===== src/rtl/core_test_sequencer.sv =====
// Bring-up sequencer: holds RISCVCore in reset, streams an image into imem/dmem,
// then runs the core until halt PC or cycle budget. Optional trace buffer: CORE_SEQ_TRACE_EN.
module core_test_sequencer #(
    parameter int ADDR_W      = 10,
    parameter int DATA_W      = 32,
    parameter int PC_W        = 32,
    parameter int CYCLE_W     = 16,
    parameter int TRACE_DEPTH = 8
) (
    input  logic                           clk,
    input  logic                           rst,
    input  logic                           start,
    input  logic                           load_valid,
    output logic                           load_ready,
    input  logic                           load_target,
    input  logic [ADDR_W-1:0]              load_addr,
    input  logic [DATA_W-1:0]              load_data,
    input  logic                           load_last,
    input  logic [CYCLE_W-1:0]             run_cycles,
    input  logic [PC_W-1:0]                halt_pc,
    output logic                           core_rst,
    output logic                           imem_we,
    output logic [ADDR_W-1:0]              imem_addr,
    output logic [DATA_W-1:0]              imem_wdata,
    output logic                           dmem_we,
    output logic [ADDR_W-1:0]              dmem_addr,
    output logic [DATA_W-1:0]              dmem_wdata,
    input  logic [PC_W-1:0]                core_pc,
    input  logic [DATA_W-1:0]              core_instr,
    output logic                           busy,
    output logic                           done,
    output logic                           timeout,
    output logic [CYCLE_W-1:0]             cycle_count,
    input  logic [$clog2(TRACE_DEPTH)-1:0] trace_idx,
    output logic [PC_W-1:0]                trace_pc,
    output logic [DATA_W-1:0]              trace_instr,
    output logic [$clog2(TRACE_DEPTH):0]   trace_count
);

    typedef enum logic [2:0] {
        S_IDLE    = 3'd0,
        S_LOAD    = 3'd1,
        S_RELEASE = 3'd2,
        S_RUN     = 3'd3,
        S_DONE    = 3'd4
    } state_t;

    state_t              state_q, state_d;
    logic                load_ready_q, load_ready_d;
    logic                core_rst_q, core_rst_d;
    logic                busy_q, busy_d;
    logic                done_q, done_d;
    logic                timeout_q, timeout_d;
    logic                imem_we_q, imem_we_d, dmem_we_q, dmem_we_d;
    logic [ADDR_W-1:0]   imem_addr_q, imem_addr_d, dmem_addr_q, dmem_addr_d;
    logic [DATA_W-1:0]   imem_wdata_q, imem_wdata_d, dmem_wdata_q, dmem_wdata_d;
    logic [CYCLE_W-1:0]  cycle_count_q, cycle_count_d, budget_q, budget_d;
    logic [PC_W-1:0]     halt_q, halt_d;
    logic [CYCLE_W-1:0]  k_s;
    logic                hs_s;

    assign hs_s = load_valid & load_ready_q;
    assign k_s  = cycle_count_q + CYCLE_W'(1);

    // Next-state and registered-output computation
    always_comb begin
        state_d       = state_q;
        done_d        = done_q;
        timeout_d     = timeout_q;
        cycle_count_d = cycle_count_q;
        budget_d      = budget_q;
        halt_d        = halt_q;
        imem_we_d     = 1'b0;
        dmem_we_d     = 1'b0;
        imem_addr_d   = imem_addr_q;
        imem_wdata_d  = imem_wdata_q;
        dmem_addr_d   = dmem_addr_q;
        dmem_wdata_d  = dmem_wdata_q;
        case (state_q)
            S_IDLE, S_DONE: begin
                if (start) begin
                    state_d       = S_LOAD;
                    done_d        = 1'b0;
                    timeout_d     = 1'b0;
                    cycle_count_d = '0;
                end else begin
                    state_d = state_q;
                end
            end
            S_LOAD: begin
                if (hs_s) begin
                    if (load_target) begin
                        dmem_we_d    = 1'b1;
                        dmem_addr_d  = load_addr;
                        dmem_wdata_d = load_data;
                    end else begin
                        imem_we_d    = 1'b1;
                        imem_addr_d  = load_addr;
                        imem_wdata_d = load_data;
                    end
                    if (load_last) begin
                        state_d = S_RELEASE;
                    end else begin
                        state_d = S_LOAD;
                    end
                end else begin
                    state_d = S_LOAD;
                end
            end
            S_RELEASE: begin
                budget_d      = run_cycles;
                halt_d        = halt_pc;
                cycle_count_d = '0;
                state_d       = S_RUN;
            end
            S_RUN: begin
                // Saturation only matters for unlimited runs; a budget stops first.
                if (cycle_count_q != {CYCLE_W{1'b1}}) begin
                    cycle_count_d = k_s;
                end else begin
                    cycle_count_d = cycle_count_q;
                end
                if (core_pc == halt_q) begin
                    state_d   = S_DONE;
                    done_d    = 1'b1;
                    timeout_d = 1'b0;
                end else if ((budget_q != '0) && (k_s == budget_q)) begin
                    state_d   = S_DONE;
                    done_d    = 1'b1;
                    timeout_d = 1'b1;
                end else begin
                    state_d = S_RUN;
                end
            end
            default: begin
                state_d = S_IDLE;
            end
        endcase
        load_ready_d = (state_d == S_LOAD);
        busy_d       = (state_d == S_LOAD) || (state_d == S_RELEASE) || (state_d == S_RUN);
        core_rst_d   = (state_d != S_RUN);
    end

    // State and output registers
    always_ff @(posedge clk or posedge rst) begin
        if (rst) begin
            state_q       <= S_IDLE;
            load_ready_q  <= 1'b0;
            core_rst_q    <= 1'b1;
            busy_q        <= 1'b0;
            done_q        <= 1'b0;
            timeout_q     <= 1'b0;
            imem_we_q     <= 1'b0;
            dmem_we_q     <= 1'b0;
            imem_addr_q   <= '0;
            imem_wdata_q  <= '0;
            dmem_addr_q   <= '0;
            dmem_wdata_q  <= '0;
            cycle_count_q <= '0;
            budget_q      <= '0;
            halt_q        <= '0;
        end else begin
            state_q       <= state_d;
            load_ready_q  <= load_ready_d;
            core_rst_q    <= core_rst_d;
            busy_q        <= busy_d;
            done_q        <= done_d;
            timeout_q     <= timeout_d;
            imem_we_q     <= imem_we_d;
            dmem_we_q     <= dmem_we_d;
            imem_addr_q   <= imem_addr_d;
            imem_wdata_q  <= imem_wdata_d;
            dmem_addr_q   <= dmem_addr_d;
            dmem_wdata_q  <= dmem_wdata_d;
            cycle_count_q <= cycle_count_d;
            budget_q      <= budget_d;
            halt_q        <= halt_d;
        end
    end

    assign load_ready  = load_ready_q;
    assign core_rst    = core_rst_q;
    assign busy        = busy_q;
    assign done        = done_q;
    assign timeout     = timeout_q;
    assign imem_we     = imem_we_q;
    assign imem_addr   = imem_addr_q;
    assign imem_wdata  = imem_wdata_q;
    assign dmem_we     = dmem_we_q;
    assign dmem_addr   = dmem_addr_q;
    assign dmem_wdata  = dmem_wdata_q;
    assign cycle_count = cycle_count_q;

`ifdef CORE_SEQ_TRACE_EN
    localparam int TW = $clog2(TRACE_DEPTH);
    localparam logic [TW:0] TR_FULL = TRACE_DEPTH[TW:0];

    logic [PC_W-1:0]   tr_pc_mem    [TRACE_DEPTH];
    logic [DATA_W-1:0] tr_instr_mem [TRACE_DEPTH];
    logic [TW-1:0]     tr_wptr_q;
    logic [TW:0]       tr_count_q;
    logic [TW-1:0]     tr_rd_s;
    logic              tr_run_s, tr_clr_s;

    assign tr_run_s = (state_q == S_RUN);
    assign tr_clr_s = start && ((state_q == S_IDLE) || (state_q == S_DONE));

    // Trace write pointer and occupancy
    always_ff @(posedge clk or posedge rst) begin
        if (rst) begin
            tr_wptr_q  <= '0;
            tr_count_q <= '0;
        end else if (tr_clr_s) begin
            tr_wptr_q  <= '0;
            tr_count_q <= '0;
        end else if (tr_run_s) begin
            tr_wptr_q  <= tr_wptr_q + TW'(1);
            tr_count_q <= (tr_count_q == TR_FULL) ? tr_count_q : tr_count_q + (TW+1)'(1);
        end else begin
            tr_wptr_q  <= tr_wptr_q;
            tr_count_q <= tr_count_q;
        end
    end

    // Trace storage; occupancy gates reads so contents need no reset
    always_ff @(posedge clk) begin
        if (tr_run_s) begin
            tr_pc_mem[tr_wptr_q]    <= core_pc;
            tr_instr_mem[tr_wptr_q] <= core_instr;
        end
    end

    // Oldest entry sits at the write pointer once the buffer has wrapped
    always_comb begin
        tr_rd_s     = ((tr_count_q == TR_FULL) ? tr_wptr_q : '0) + trace_idx;
        trace_pc    = '0;
        trace_instr = '0;
        if ({1'b0, trace_idx} < tr_count_q) begin
            trace_pc    = tr_pc_mem[tr_rd_s];
            trace_instr = tr_instr_mem[tr_rd_s];
        end else begin
            trace_pc    = '0;
            trace_instr = '0;
        end
    end

    assign trace_count = tr_count_q;
`else
    logic unused_trace_s;
    assign unused_trace_s = ^{trace_idx, core_instr};
    assign trace_pc       = '0;
    assign trace_instr    = '0;
    assign trace_count    = '0;
`endif

endmodule


===== config.mk =====
export PLATFORM = sky130hd
export DESIGN_NAME = core_test_sequencer
export DESIGN_NICKNAME = d
export VERILOG_FILES = /design/src/rtl/core_test_sequencer.sv
export SDC_FILE = /design/constraint.sdc
export NUM_CORES = 1
export LEC_CHECK = 0
export ABC_AREA = 1
export CORE_AREA = 2 2 139 154
export DETAILED_ROUTE_END_ITERATION = 12
export DIE_AREA = 0 0 141 156
export PLACE_DENSITY = 0.82
export SYNTH_ARGS = -nofsm -noshare
export SYNTH_HDL_FRONTEND = slang
export SYNTH_SLANG_ARGS = --single-unit

===== constraint.sdc =====
create_clock -name clk -period 4.9 [get_ports clk]
set_clock_uncertainty 0.2 [all_clocks]
set_input_delay 0.735 -clock clk [delete_from_list [all_inputs] [get_ports clk]]
set_output_delay 0.735 -clock clk [all_outputs]
set_load 0.005 [all_outputs]

# Word-level counts from Yosys, hierarchy flattened
# Index checks and enable logic that the tools add are counted.
dict set report word_totals {
  out_inout_bits 175
  inputBits 163
  ff_bits 158
  word_cells 65
}
dict set report op_classes {
  reduce_logical 12
  mux 21
  add_sub_neg 1
  n_eq_ne 14
  bitwise_logic 2
}
# cell count
set ops {}
lappend ops {{16-bit case mux with 3 select lines} 1}
lappend ops {{32-bit equality test} 1}
lappend ops {{16-bit 2-to-1 mux} 2}
lappend ops {{16-bit by 1-bit adder with 16-bit output (second input constant)} 1}
lappend ops {{16-bit equality test} 1}
lappend ops {{16-bit != test (second input constant)} 1}
lappend ops {{16-bit nonzero test} 1}
lappend ops {{3-bit by 2-bit equality test with 1-bit output (second input constant)} 4}
lappend ops {{3-bit 2-to-1 mux} 4}
lappend ops {{3-bit case mux with 4 select lines} 1}
lappend ops {{3-bit AND reduction} 4}
lappend ops {{1-bit 2-to-1 mux} 10}
lappend ops {{3-bit by 1-bit equality test with 1-bit output (second input constant)} 2}
lappend ops {{2-bit != test (second input constant)} 2}
lappend ops {{1-bit case mux with 2 select lines} 2}
lappend ops {{3-bit equality test (second input constant)} 1}
lappend ops {{3-bit zero test} 1}
lappend ops {{3-bit by 2-bit != test with 1-bit output (second input constant)} 1}
lappend ops {{3-bit != test (second input constant)} 1}
lappend ops {{3-bit nonzero test} 1}
lappend ops {{1-bit logical OR} 2}
lappend ops {{2-bit 2-to-1 mux} 1}
lappend ops {{2-bit nonzero test} 1}
lappend ops {{2-bit OR reduction} 1}
lappend ops {{other kinds (3)} 3}

# Depth between registers and ports, before layout
dict set report logic_depth {
  word_depth 9
  ltp_mapped 17
  depth_no_buf 17
}

# Worst setup path after synthesis
# Ideal clock, no wire load.
dict set report synth_timing {
  kind {reg2reg}
  start {reg cycle_count_q[0] (netlist: cycle_count[0])}
  end {reg busy_q (netlist: busy)}
  stages_incl_launch_ff 17
  synth_period_minus_slack_ps 2045
  arrival_ps 1718
  setup_time_ps 127
  required_ps 4573
  n_path_buf 0
  setup_slack_ps 2855
  path_cell_list {dfrtp_1 ha_1 nand2_2 nor2_4 nand3_2 nor2_1 nand2_1 nand2_1 nand2_1 nand2_1 nand2_1 nor2_2 nand2_1 nand2_2 nand2_2 nand2_4 nand3_2}
}
dict set report synth_via {
  elab_chain_len 9
  word_cells_on_any_way 11
  classes_between {1 x add/sub; 4 x eq/ne; 3 x mux; 3 x reduce/logical}
}
# element line_no
set synth_lines {}
lappend synth_lines {{from (decl)} 57} ;# logic [CYCLE_W-1:0] cycle_count_q, cycle_count_d, budget_q, budget_d;
lappend synth_lines {{from (signal assigned)} 175} ;# cycle_count_q <= cycle_count_d;
lappend synth_lines {{16-bit by 1-bit adder with 16-bit output *} 63} ;# assign k_s = cycle_count_q + CYCLE_W'(1);
lappend synth_lines {{16-bit equality test *} 127} ;# end else if ((budget_q != '0) && (k_s == budget_q)) begin
lappend synth_lines {{1-bit logical AND *} 127}
lappend synth_lines {{3-bit 2-to-1 mux *} 127}
lappend synth_lines {{3-bit 2-to-1 mux *} 123} ;# if (core_pc == halt_q) begin
lappend synth_lines {{3-bit case mux with 4 select lines *} 79} ;# case (state_q)
lappend synth_lines {{3-bit by 1-bit equality test with 1-bit output / 3-bit by 2-bit equality test with 1-bit output (equally long branches)} 140} ;# busy_d = (state_d == S_LOAD) || (state_d == S_RELEASE) || (state_d == S_RUN);
lappend synth_lines {{1-bit logical OR} 140}
lappend synth_lines {{1-bit logical OR *} 140}
lappend synth_lines {{via busy_d} 51} ;# logic busy_q, busy_d;
lappend synth_lines {{to (signal assigned)} 166} ;# busy_q <= busy_d;
lappend synth_lines {{to (decl)} 51}
# The timed path passes the listed nets; every way through them passes the cells marked *.
# A chain may end at the register's enable or synchronous reset.

# Worst setup path in the final report
dict set report layout_timing {
  start {in load_valid}
  end {reg dmem_wdata_q[1] (netlist: dmem_wdata[1])}
}
dict set report layout_via {
  elab_chain_len 2
}
# element line_no
set layout_lines {}
lappend layout_lines {{from (decl)} 13} ;# input logic load_valid,
lappend layout_lines {{1-bit AND} 62} ;# assign hs_s = load_valid & load_ready_q;
lappend layout_lines {{3-bit AND reduction (no line)} n/a}
lappend layout_lines {{to (signal assigned)} 174} ;# dmem_wdata_q <= dmem_wdata_d;
lappend layout_lines {{to (decl)} 56} ;# logic [DATA_W-1:0] imem_wdata_q, imem_wdata_d, dmem_wdata_q, dmem_wdata_d;
# No other way between the ends.

==> impl_summary.log <==
[metrics] status: completed
[metrics] top routing layer in use: met4
[metrics] post-CTS setup repair buffer count: 0
[metrics] Post-synth top flop: sky130_fd_sc_hd__dfrtp_1
[metrics] worst hold path cell count: 2
[metrics] Max stage delay on crit path: 0.65 ns
[metrics] Worst Setup Start Kind: input pin
[metrics] met3 wire length: 2280 µm
[metrics] HPWL after DPL: 15300 µm
[metrics] number of flops mapped to enable cells by yosys: 0
[metrics] maximum vdd ir drop: 0.000324 V
[metrics] Pwr Density: 532 mW/mm²
[metrics] sum of negative setup slack: 0 ns
[metrics] antenna violations before repair: 0
[metrics] maximum operating frequency: 0.371 GHz
[metrics] type of destination of the critical path: register
[metrics] data arrival time at the worst-slack endpoint: 2.78 ns
[metrics] number of cells on the worst reg-to-reg path: 10
[metrics] insertion delay to the later sink of the worst-skew pair: 0.43 ns
[metrics] antenna-violating nets left: 0
[metrics] height of the die: 156 µm
[metrics] switching share of total power: 0.338
[metrics] most frequent CP cell: sky130_fd_sc_hd__nand2_1
[metrics] met2 layer wire length in the routed design: 10100 µm
[metrics] FF-to-FF setup slack: 2.32 ns
[metrics] kind of critical path: input pin to register
[metrics] Worst Path Required: 4.98 ns
[metrics] via count: 6485
[metrics] register area share after synthesis: 0.516
[metrics] Clock Path Buffers: 2
[metrics] pin slew with the least headroom to its limit: 0.846 ns
[metrics] CP max-delay cell: sky130_fd_sc_hd__nand3_2
[metrics] number of global-route vias before repair: 6676
[metrics] Syn Inst Count: 883
[metrics] Port Buf Inserts: 234
[metrics] logic depth of the worst path, buffers included: 7
[metrics] First-pass DRT Iterations: 4
[metrics] net total in the final layout: 1278
[metrics] number of distinct library cell variants in the gate-level netlist after synthesis: 35
[metrics] number of hold violations in the final report: 0
[metrics] Area after DPL: 0.0100 mm²
[metrics] Yosys warnings: 0
[metrics] total of cells resized after clock tree synthesis: 0
[metrics] first-pass GRT wire length: 32600 µm
[metrics] Layout Area Growth over Synthesis: 38.6%
[metrics] clock sink count: 158
[metrics] effective utilization at floorplan: 0.375
[metrics] final wirelength: 20200 µm
[metrics] pin count of the biggest net entering global routing: 100
[metrics] final critical delay including setup and external delays: 2.69 ns
[metrics] number of synthesized register bits: 158
[metrics] share of total power in sequential cells: 0.394
[metrics] Leak: 5.02 nW
[metrics] final RePlAce weighted congestion: 0.855
[metrics] number of buffers inserted by hold repair at cts: 0
[metrics] Top delay family on crit path: buffers and inverters
[metrics] Critical path buffers and inverters: 3
[metrics] number of setup violations in the final report: 0
[metrics] RSZ-0062 raised after global routing: false
[metrics] Die Area: 0.0220 mm²
[metrics] TritonCTS clock tree: built
[metrics] share of the cycle needed by the critical path after routing: 0.550
[metrics] Clock Pin Slew Worst Setup and Hold Paths: 0.07 ns
[metrics] max-capacitance violation count: 0
[metrics] number of max-slew violations in the final report: 0
[metrics] core area: 0.0204 mm²
[metrics] Int Power: 3.74 mW
[metrics] total global routing overflow: 0
[metrics] wl on met1: 7300 µm
[metrics] global routing usage summed across all routing layers: 0.188
[metrics] cell breakdown of the critical path: clkdlybuf4s50_1 -> nand2_1 -> inv_1 -> nand3_2 -> buf_4 -> nand2_1 -> o21ai_0
[metrics] Layout Cell Area excl Fill: 0.0106 mm²
[metrics] share of flip-flops with an asynchronous set or reset after synthesis: 1.00
[metrics] number of DRC violations after detailed-routing iteration 0: 239
[metrics] switching power of the nets: 1.91 mW
[metrics] Avg WL per Cell: 14.6 µm
[metrics] Diodes inserted: 0
[metrics] H-Tree Depth: 4
[metrics] Residual DRC: 0
[metrics] Top Ports: 338
[metrics] relative contribution of the clock network to total power: 0.230
[metrics] worst max-slew margin expressed relative to the limit: 0.435
[metrics] fraction of layout instances using a drive strength above 1: 0.0887
[metrics] number of CTS-inserted buffers: 17
[metrics] CTS root buffer: sky130_fd_sc_hd__clkbuf_16
[metrics] fraction of power consumed by combinational cells: 0.377
[metrics] syn avg cell area: 8.67 µm²
[metrics] Hold Path Class: register to register
[metrics] standard-cell row count: 55
[metrics] Max FO, Critical Path: 50
[metrics] Vias per Instance: 4.69
[metrics] total standard cell area after synthesis: 0.00766 mm²
[metrics] Die Width: 141 µm
==> sequential cells by signal, indices dropped and copies added, names as in the netlist <==
register,flops
dmem_wdata,32
halt_q,32
imem_wdata,32
budget_q,16
cycle_count,16
dmem_addr,10
imem_addr,10
state_q,3
busy,1
core_rst,1
dmem_we,1
done,1
imem_we,1
load_ready,1
timeout,1
==> layer usage <==
layer  vias up  global-route usage
met5         -                   0
met4         0              0.0705
met3        31              0.0930
met2       287               0.327
met1      3037               0.196
li1       3130                   -
==> worst paths after layout <==
path                              endpoint      startpoint
min in group asynchronous        halt_q[2]             rst
min                         imem_wdata[22]  imem_wdata[22]
max                          dmem_wdata[1]      load_valid
min reg2reg                 imem_wdata[22]  imem_wdata[22]
max reg2reg                cycle_count[11]  cycle_count[0]
max in group asynchronous         core_rst             rst
==> kinds of logic (layout without fill, tap and decap cells) <==
logic type,after synthesis,count (layout),synth area share
DFF,158,158,0.516
AOI/OAI and AO/OA,135,135,0.0926
xor gates and xnor gates,20,20,0.0229
buffers and inverters,212,389,0.138
other,1,68,0.000490
and+or+nand+nor,333,333,0.194
adders and majority gates,1,1,0.00163
muxes,23,23,0.0338
==> worst min-delay path, stage by stage, from the launching register on <==
cell                      delay [ns]
sky130_fd_sc_hd__dfrtp_1        0.34
sky130_fd_sc_hd__nand2_1        0.05
sky130_fd_sc_hd__o21ai_0        0.06
==> layout make-up <==
class	count	area (µm²)
tap	256	320
clock buffer	18	439
fill	1884	9820
clock inverter	14	146
timing repair buffer	239	2400
multi-input combinational	580	2910
sequential	158	3960
inverter	118	447
==> synthesized netlist by cell type (7+ instances only) <==
library cell,n,area [µm²]
sky130_fd_sc_hd__xor2_1,13,114
sky130_fd_sc_hd__nand4_1,14,87.6
sky130_fd_sc_hd__inv_1,111,417
sky130_fd_sc_hd__a21oi_1,26,130
sky130_fd_sc_hd__mux2_2,23,259
sky130_fd_sc_hd__nand3_1,43,215
sky130_fd_sc_hd__xnor2_1,7,61.3
sky130_fd_sc_hd__buf_4,68,510
sky130_fd_sc_hd__o22ai_1,12,75.1
sky130_fd_sc_hd__clkbuf_1,20,75.1
sky130_fd_sc_hd__dfrtp_1,157,3930
sky130_fd_sc_hd__o21ai_0,91,455
sky130_fd_sc_hd__nor2_1,57,214
sky130_fd_sc_hd__nand2_1,184,691
==> placed cells by master (no fill, tap or decap), types with 3 or more instances in the layout <==
| cell type | count |
|---|---|
| sky130_fd_sc_hd__xor2_1 | 13 |
| sky130_fd_sc_hd__nand4_1 | 14 |
| sky130_fd_sc_hd__a21oi_1 | 26 |
| sky130_fd_sc_hd__o21ai_2 | 3 |
| sky130_fd_sc_hd__nor2_2 | 4 |
| sky130_fd_sc_hd__nand2_1 | 183 |
| sky130_fd_sc_hd__conb_1 | 68 |
| sky130_fd_sc_hd__clkinvlp_4 | 4 |
| sky130_fd_sc_hd__nor4_1 | 6 |
| sky130_fd_sc_hd__xnor2_1 | 7 |
| sky130_fd_sc_hd__nand3_1 | 42 |
| sky130_fd_sc_hd__nand3_2 | 4 |
| sky130_fd_sc_hd__nor2_4 | 5 |
| sky130_fd_sc_hd__buf_4 | 3 |
| sky130_fd_sc_hd__o22ai_1 | 12 |
| sky130_fd_sc_hd__inv_1 | 110 |
| sky130_fd_sc_hd__mux2_2 | 23 |
| sky130_fd_sc_hd__dfrtp_1 | 157 |
| sky130_fd_sc_hd__or2_2 | 6 |
| sky130_fd_sc_hd__clkdlybuf4s50_1 | 234 |
| sky130_fd_sc_hd__inv_2 | 6 |
| sky130_fd_sc_hd__inv_8 | 5 |
| sky130_fd_sc_hd__nand2_2 | 6 |
| sky130_fd_sc_hd__nor2_1 | 57 |
| sky130_fd_sc_hd__o21ai_0 | 91 |
| sky130_fd_sc_hd__clkbuf_16 | 17 |
==> metrics by stage <==
step	setup slack, ns	power (mW)	hold slack (ns)	util	instances
detailed placement	1.74	4.38	0.272	0.491	1351
global placement	1.81	4.29	0.265	0.491	1351
floorplan	1.96	3.23	0.276	-	950
CTS	2.20	5.73	0.289	0.519	1383
global route	1.96	6.06	0.302	0.519	1383
finish	2.21	5.65	0.282	0.519	1383
==> power groups by stage <==
| stage | Sequential (mW) | Clock [mW] | Combinational [mW] |
|---|---|---|---|
| after floorplan | 2.22 | 0 | 1.01 |
| after global routing | 2.30 | 1.39 | 2.37 |
| final | 2.22 | 1.30 | 2.13 |
| after CTS | 2.23 | 1.34 | 2.16 |
| after detailed placement | 2.24 | 0 | 2.14 |
| after global placement | 2.21 | 0 | 2.08 |
(Power assumes the default switching activity.)
